<file path="config.mk">
export PLATFORM = sky130hd
export DESIGN_NAME = rr_mux16_arbiter
export DESIGN_NICKNAME = d
export VERILOG_FILES = /design/src/rtl/mux_ctrl_pkg.sv /design/src/rtl/mux16x1.sv /design/src/rtl/rr_mux16_arbiter.sv
export SDC_FILE = /design/constraint.sdc
export NUM_CORES = 1
export LEC_CHECK = 0
export CORE_MARGIN = 5
export CORE_UTILIZATION = 44
export DETAILED_ROUTE_END_ITERATION = 6
export HOLD_SLACK_MARGIN = 0.08
export PLACE_DENSITY_LB_ADDON = 0.08
export SLEW_MARGIN = 20
export SYNTH_ARGS = -nofsm -noshare
export SYNTH_HDL_FRONTEND = slang
export SYNTH_SLANG_ARGS = --single-unit
</file>
<file path="constraint.sdc">
create_clock -name clk -period 6.4 [get_ports clk]
set_input_delay 1.28 -clock clk [delete_from_list [all_inputs] [get_ports clk]]
set_output_delay 1.28 -clock clk [all_outputs]
set_load 0.03 [all_outputs]
</file>
<file path="src/rtl/mux_ctrl_pkg.sv">
// Shared definitions for the round-robin 16:1 mux arbiter: FSM states, sizes
// and the helpers that translate between a channel index and the mux16x1 select code.
package mux_ctrl_pkg;

    typedef enum logic {
        IDLE = 1'b0,
        XFER = 1'b1
    } state_t;

    localparam int NUM_CH            = 16;
    localparam int SEL_W             = 4;
    localparam int CNT_W             = 4;
    localparam int MAX_BURST_DEFAULT = 4;

    // The mux16x1 select bits are not in binary order: k = 8*se[2] + 4*se[3] + 2*se[0] + se[1].
    function automatic logic [SEL_W-1:0] idx_to_se(input logic [SEL_W-1:0] k);
        return {k[2], k[3], k[0], k[1]};
    endfunction

    function automatic logic [SEL_W-1:0] se_to_idx(input logic [SEL_W-1:0] se);
        return {se[2], se[3], se[0], se[1]};
    endfunction

endpackage

</file>
<file path="src/rtl/mux16x1.sv">
// 16:1 single-bit multiplexer using the scrambled se[3:0] select encoding.
module mux16x1
    import mux_ctrl_pkg::*;
(
    input  logic [NUM_CH-1:0] data_in,
    input  logic [SEL_W-1:0]  se,
    output logic              out_data
);

    assign out_data = data_in[se_to_idx(se)];

endmodule

</file>
<file path="src/rtl/rr_mux16_arbiter.sv">
// Round-robin arbiter over 16 requesters with burst limiting; the granted
// requester's data bit is steered to the output through a mux16x1 instance.
module rr_mux16_arbiter
    import mux_ctrl_pkg::*;
#(
    parameter int MAX_BURST = MAX_BURST_DEFAULT
) (
    input  logic              clk,
    input  logic              rst_n,
    input  logic [NUM_CH-1:0] req,
    input  logic [NUM_CH-1:0] data_in,
    input  logic              out_ready,
    output logic [NUM_CH-1:0] gnt,
    output logic [SEL_W-1:0]  mux_se,
    output logic              out_valid,
    output logic              out_data
);

    localparam logic [CNT_W-1:0] BURST_LIMIT = CNT_W'(MAX_BURST);

    state_t             state;
    state_t             state_n;
    logic [NUM_CH-1:0]  gnt_n;
    logic [SEL_W-1:0]   se_n;
    logic [SEL_W-1:0]   ptr;
    logic [SEL_W-1:0]   ptr_n;
    logic [CNT_W-1:0]   cnt;
    logic [CNT_W-1:0]   cnt_n;
    logic [CNT_W-1:0]   cnt_inc;
    logic [SEL_W-1:0]   cur_idx;
    logic [SEL_W-1:0]   search_base;
    logic [SEL_W-1:0]   cand;
    logic [SEL_W-1:0]   win_idx;
    logic               win_found;
    logic               release_now;

    assign cur_idx     = se_to_idx(mux_se);
    assign cnt_inc     = cnt + CNT_W'(1);
    assign release_now = !req[cur_idx] || (cnt_inc == BURST_LIMIT);

    // On release the search starts just past the current owner, so it is
    // already the rotated pointer and a back-to-back grant needs no extra cycle.
    assign search_base = (state == XFER) ? cur_idx + SEL_W'(1) : ptr;

    always_comb begin
        win_found = 1'b0;
        win_idx   = search_base;
        cand      = search_base;
        for (int i = 0; i < NUM_CH; i++) begin
            cand = search_base + SEL_W'(i);
            if (!win_found && req[cand]) begin
                win_found = 1'b1;
                win_idx   = cand;
            end
        end
    end

    always_ff @(posedge clk or negedge rst_n) begin
        if (!rst_n) begin
            state <= IDLE;
        end else begin
            state <= state_n;
        end
    end

    always_comb begin
        state_n = state;
        gnt_n   = gnt;
        se_n    = mux_se;
        ptr_n   = ptr;
        cnt_n   = cnt;
        case (state)
            IDLE: begin
                if (win_found) begin
                    state_n = XFER;
                    gnt_n   = NUM_CH'(1) << win_idx;
                    se_n    = idx_to_se(win_idx);
                end else begin
                    gnt_n   = '0;
                end
            end
            XFER: begin
                if (out_ready) begin
                    if (release_now) begin
                        ptr_n = cur_idx + SEL_W'(1);
                        cnt_n = '0;
                        if (win_found) begin
                            gnt_n = NUM_CH'(1) << win_idx;
                            se_n  = idx_to_se(win_idx);
                        end else begin
                            state_n = IDLE;
                            gnt_n   = '0;
                        end
                    end else begin
                        cnt_n = cnt_inc;
                    end
                end
            end
            default: begin
                state_n = IDLE;
                gnt_n   = '0;
            end
        endcase
    end

    always_comb begin
        out_valid = (state == XFER);
    end

    // mux_se and ptr keep their values through IDLE so the pointer survives idle gaps.
    always_ff @(posedge clk or negedge rst_n) begin
        if (!rst_n) begin
            gnt    <= '0;
            mux_se <= '0;
            ptr    <= '0;
            cnt    <= '0;
        end else begin
            gnt    <= gnt_n;
            mux_se <= se_n;
            ptr    <= ptr_n;
            cnt    <= cnt_n;
        end
    end

    mux16x1 u_mux (
        .data_in  (data_in),
        .se       (mux_se),
        .out_data (out_data)
    );

endmodule

</file>
# Word level (Yosys, flattened, before mapping)
# Cells that the tools add are included.
op_classes:
  mul: 0
  muxes: 81
  n_eq_ne: 3
  n_reduce_logical: 35
  order_cmp: 17
  n_shift: 1
  n_addsub: 17
  n_div: 0
  bitwise_logic: 1
op_table:
  columns: ["cell", "n"]
  rows:
  - ["$lt A4 B5 Y1 const B", 17]
  - ["$mux W4", 20]
  - ["$bmux W1 S4", 18]
  - ["$mux W16", 3]
  - ["$mux W1", 37]
  - ["$add A4 B4 Y4 const B", 8]
  - ["$pmux W16 S2", 1]
  - ["$add A4 B3 Y4 const B", 4]
  - ["$logic_not A1 Y1", 16]
  - ["$shl A1 B4 Y16 const A", 1]
  - ["$logic_and A1 B1 Y1", 15]
  - ["$add A4 B1 Y4 const B", 3]
  - ["$add A4 B2 Y4 const B", 2]
  - ["$pmux W4 S2", 1]
  - ["$eq A4 B3 Y1 const B", 1]
  - ["$reduce_and A2 Y1", 2]
  - ["$reduce_and A3 Y1", 1]
  - ["$ne A2 B1 Y1 const B", 1]
  - ["$ne A2 B2 Y1 const B", 1]
  - ["$pmux W1 S2", 1]
  - ["$logic_or A1 B1 Y1", 1]
  - ["$not A1 Y1", 1]
totals:
  memories: 0
  latch_bits: 0
  reg_bits: 29
  ramBits: 0
  input_bits: 35
  mem_bits_ro: 0
  output_inout_bits: 22
  word_cells: 160

# Depth between registers and ports, before layout
# Gate-level depths: netlist of run 1.
depth:
  word_depth: 55
  ltp_mapped: 19
  depth_no_buf: 16

# Hierarchy
# A second synthesis of run 1 with hierarchy kept.
unflattened:
  hier_cells: 450
  hier_area_um2: 4086.4
modules_own_cells:
  columns: ["module", "area_per_inst_um2", "seq_area_each_um2", "instances", "cells_each"]
  rows:
  - ["rr_mux16_arbiter", 3951.3, 725.7, 1, 443]
  - ["mux16x1", 135.1, 0.0, 1, 7]

# Least setup slack after synthesis of run 1
# No wires, ideal clock.
synth_timing:
  path_kind: "register -> register"
  start: "reg mux_se[1]"
  end: "reg gnt[2]"
  n_path_buf: 2
  setup_ns: 0.077
  t_arrival_ns: 4.577
  t_required_ns: 6.323
  period_less_slack_ns: 4.653
  path_stages_with_launch: 16
  path_slack_ns: 1.747
  cell_sequence: "dfrtp_1 > ha_1 > mux2i_4 > clkbuf_1 > ha_1 > clkbuf_1 > mux4_2 > mux2i_1 > nor4_4 > and2_1 > nor4b_1 > a31o_1 > a311oi_1 > nor2_1 > or3_1 > o21ai_1"
synth_between:
  elab_chain_len: 55
  word_cells_on_any_way: 121
  classes_between: "add/sub: 16; eq/ne: 1; shift: 1; mux: 70; reduce/logical: 33"
synth_rtl:
  columns: ["element", "line_no", "rtl"]
  rows:
  - ["start, declared", "rr_mux16_arbiter.sv:14", "output logic [SEL_W-1:0] mux_se,"]
  - ["start signal, assigned", "rr_mux16_arbiter.sv:119", "mux_se <= se_n;"]
  - ["branches (longest 55 deep; another with $add A4 B1 Y4)", null, null]
  - ["end signal, assigned", "rr_mux16_arbiter.sv:118", "gnt <= gnt_n;"]
  - ["end, declared", "rr_mux16_arbiter.sv:13", "output logic [NUM_CH-1:0] gnt,"]
# Parallel ways; which one is timed is not known. The select of a mux whose other input is x is not followed.
# A chain may end at the register's enable or synchronous reset.

# Final worst setup path of run 1
layout_timing:
  start: "reg mux_se[1]"
  end: "reg gnt[8]"
# Same word-level chain as after synthesis.

==> results.py, run 1 <==
metrics = {
    "run_status": {
        "outcome": "complete, no violations",
    },
    "clock_tree": {
        "cts_resized": 0,
        "hold_buffers": 0,
        "tritoncts": "done",
        "ctsLongestPathBuffers": 2,
        "cts_num_sinks": 29,
        "cts_buffers": 5,
        "cts_setup_buffers": 0,
        "htree_num_levels": 2,
        "clk_latency_ns": 0.28,
        "clk_pin_slew_ns": 0.06,
        "root_buffer": "clkbuf_8",
    },
    "detailed_routing": {
        "ant_nets": 0,
        "via_per_inst": 6.25,
        "drc": 0,
        "firstDrtPassIters": 5,
        "wire_per_inst_um": 20.2,
        "wl_mm": 12.0,
        "vias": 3724,
        "drtIter0Drc": 281,
    },
    "setup_path": {
        "cp-end-kind": "flip-flop",
        "crit_cells": 14,
        "reg2reg_to": "gnt[8]",
        "cpMostUsedCell": "ha_1",
        "r2r_start": "mux_se[1]",
        "path_buf_inv": 1,
        "r2r_cells": 14,
        "max_stage_delay_ns": 0.75,
        "required_ns": 6.54,
        "timing.critical_path.to": "gnt[8]",
        "worstSetupPathType": "reg -> reg",
        "crit_slowest_cell": "dfrtp_1",
        "cpLargestDelayFamily": "compound AO/OA/AOI/OAI gates",
        "startpoint": "mux_se[1]",
        "crit_path_start_kind": "flip-flop",
        "path_cells": "ha_1 -> mux2i_4 -> ha_1 -> clkinv_1 -> mux4_2 -> mux2i_1 -> nor4_4 -> nand3_2 -> a2111oi_4 -> a2111oi_0 -> a211oi_2 -> a2bb2oi_2 -> o21bai_1 -> o21ai_1",
        "crit_fanout": 15,
        "worstPathArrival_ns": 5.81,
        "r2r_setup_slack_ns": 0.74,
    },
    "final_layout": {
        "final_area_um2": 4710,
        "postLayoutCoreUtil_pct": 54.2,
        "nets": 531,
        "n_antenna_cell": 0,
        "drive_gt1_share_pct": 16.2,
        "area_growth_pct": 20.3,
    },
    "synth": {
        "synthCells": 431,
        "ys_seq_area_share_pct": 18.5,
        "yosys_warnings": 0,
        "synth_top_family_by_area": "multiplexers",
        "synth-edff-count": 0,
        "synth-simple-area-share_pct": 22.8,
        "syn-num-nets": 475,
        "synthMuxAreaShare_pct": 27.4,
        "async_flop_share_pct": 100,
        "syn_area_um2": 3910,
        "synthDistinctLibCells": 81,
        "synthFlopType": "dfrtp_1",
        "synth_xor_area_share_pct": 3.90,
        "ys_seq_elements": 29,
        "synth_compound_area_share_pct": 21.0,
        "syn_area_per_cell_um2": 9.08,
        "synthAdderAreaFrac_pct": 2.88,
    },
    "timing": {
        "finalHoldViolCount": 0,
        "worst_pin_slew_ns": 0.810,
        "max_freq_mhz": 177,
        "slew_headroom_pct": 44.4,
        "fin_crit_sh_pct": 88.5,
        "hold_ws_ns": 0.490,
        "setup_viol": 0,
        "rsz0062_at_grt": "false",
        "setup_tns_ns": 0,
        "period_minus_slack_ns": 5.66,
        "slew_violations": 0,
        "finClkSkew_ns": 0.00700,
    },
    "place": {
        "place.gp.congestion": 0.968,
        "dp_hpwl_mm": 9.43,
        "io_buffers": 56,
        "placed_cell_area_um2": 4590,
    },
    "global_routing": {
        "antenna_found_initial": 0,
        "grt-ovfl-total": 0,
        "grt_pass1_wl_mm": 19.9,
        "grt_pass1_vias": 3726,
        "grt_usage_pct": 22.3,
        "grt_max_degree": 30,
    },
    "min_path": {
        "hold_class": "reg -> reg",
    },
    "die": {
        "dieArea_um2": 10900,
        "ios": 57,
        "std_cell_rows": 34,
        "fp.dieH_um": 104,
        "core_area_um2": 8680,
        "fp.dieW_um": 104,
        "start_util_pct": 45.1,
    },
    "run": {
        "drv_cap": 0,
    },
}
[worst min-delay path: cells and delay by family (launching register included)]
kind / cells / cell delay, ns
flops: 1 / 0.35
compound gates: 1 / 0.06
simple gates: 1 / 0.05
[synth_stat cells, types with 5 or more instances]
cell,number,area (um2)
xnor2_1,7,61.3
a22o_1,10,87.6
buf_2,6,30.0
mux2_2,11,124
o21ai_1,13,65.1
mux2_1,8,90.1
clkbuf_1,7,26.3
mux4_2,20,450
and3_1,10,62.6
a21o_1,5,37.5
mux2i_1,26,260
nand2_1,47,176
nor2_1,33,124
o21ai_0,23,115
dfrtp_1,29,726
o211ai_1,6,45.0
nand3_1,16,80.1
ha_1,9,113
nand2b_1,11,68.8
a21oi_1,20,100
nor3_1,8,40.0
[sequential cells by signal, indices dropped and copies added, names as in the netlist]
register   flops
cnt            4
out_valid      1
gnt           16
ptr            4
mux_se         4
[how the worst min path moves through the flow]
stage	from	to	slack, ns	cells past startpoint
3_5_place_dp	gnt[3]	gnt[3]	0.48	2
4_1_cts	gnt[3]	gnt[3]	0.50	2
2_1_floorplan	cnt[1]	cnt[1]	0.48	2
6_report	gnt[3]	gnt[3]	0.49	2
3_3_place_gp	gnt[9]	gnt[9]	0.47	2
5_1_grt	gnt[3]	gnt[3]	0.52	2
[metal layers]
layer	vias to the layer above	part of all wire [%]	track usage [%]	wire (um)
met2	128	47	35.0	5610
met3	18	4.9	4.35	591
li1	1768	-	-	-
met1	1810	46	31.5	5530
met5	-	0	0	0
met4	0	2.4	5.37	289
[cells in the final DEF (no fill, tap or decap), types with 4 or more instances in the layout]
cell type,synthesis,final
mux2_2,11,11
a21o_1,5,5
mux2i_1,26,26
xnor2_1,7,7
nand2_1,47,47
mux4_2,20,20
mux2_1,8,8
o21ai_0,23,23
a22o_1,10,10
inv_1,4,4
and2_1,4,4
a21oi_1,20,20
nor3_1,8,8
and3_1,10,10
nand2b_1,11,11
clkbuf_8,0,6
ha_1,9,9
or3_1,4,4
nor2b_1,4,4
dfrtp_1,29,29
o21ai_1,13,13
buf_4,2,12
o211ai_1,6,6
nand3_1,16,16
clkdlybuf4s50_1,0,56
nor2_1,33,33
o31ai_1,4,4
[cell families (layout without fill, tap and decap cells)]
logic type | Yosys count | count (layout)
AOI/OAI and AO/OA | 117 | 117
and+or+nand+nor | 163 | 163
xor gates and xnor gates | 14 | 14
muxes | 72 | 72
buffers and inverters | 27 | 84
DFF | 29 | 29
adders and majority gates | 9 | 9
[through the flow]
step | setup WS, ns | std cells
floorplan | 1.75 | 431
global placement | 0.910 | 588
detailed placement | 0.753 | 588
CTS | 0.737 | 596
global route | 0.180 | 596
finish | 0.735 | 596
[layout make-up]
| type | count | area [um2] |
|---|---|---|
| Sequential cell | 29 | 726 |
| Tap cell | 108 | 135 |
| Inverter | 8 | 30.0 |
| Fill cell | 846 | 3970 |
| Timing Repair Buffer | 68 | 651 |
| Clock inverter | 1 | 30.0 |
| Multi-Input combinational cell | 375 | 3050 |
| Clock buffer | 7 | 86.3 |
Power of run 1 is not shown: default switching activity piles up to over one toggle a cycle in this logic, so the estimate is an artifact.
==> run 2, diff against run 1 <==
Settings changed: SKIP_LAST_GASP set to 1.
==> results of run 2 <==
Same layout as run 1: the final DEF is identical, and so are final timing and power.
Power of run 2 is left out for the same reason.
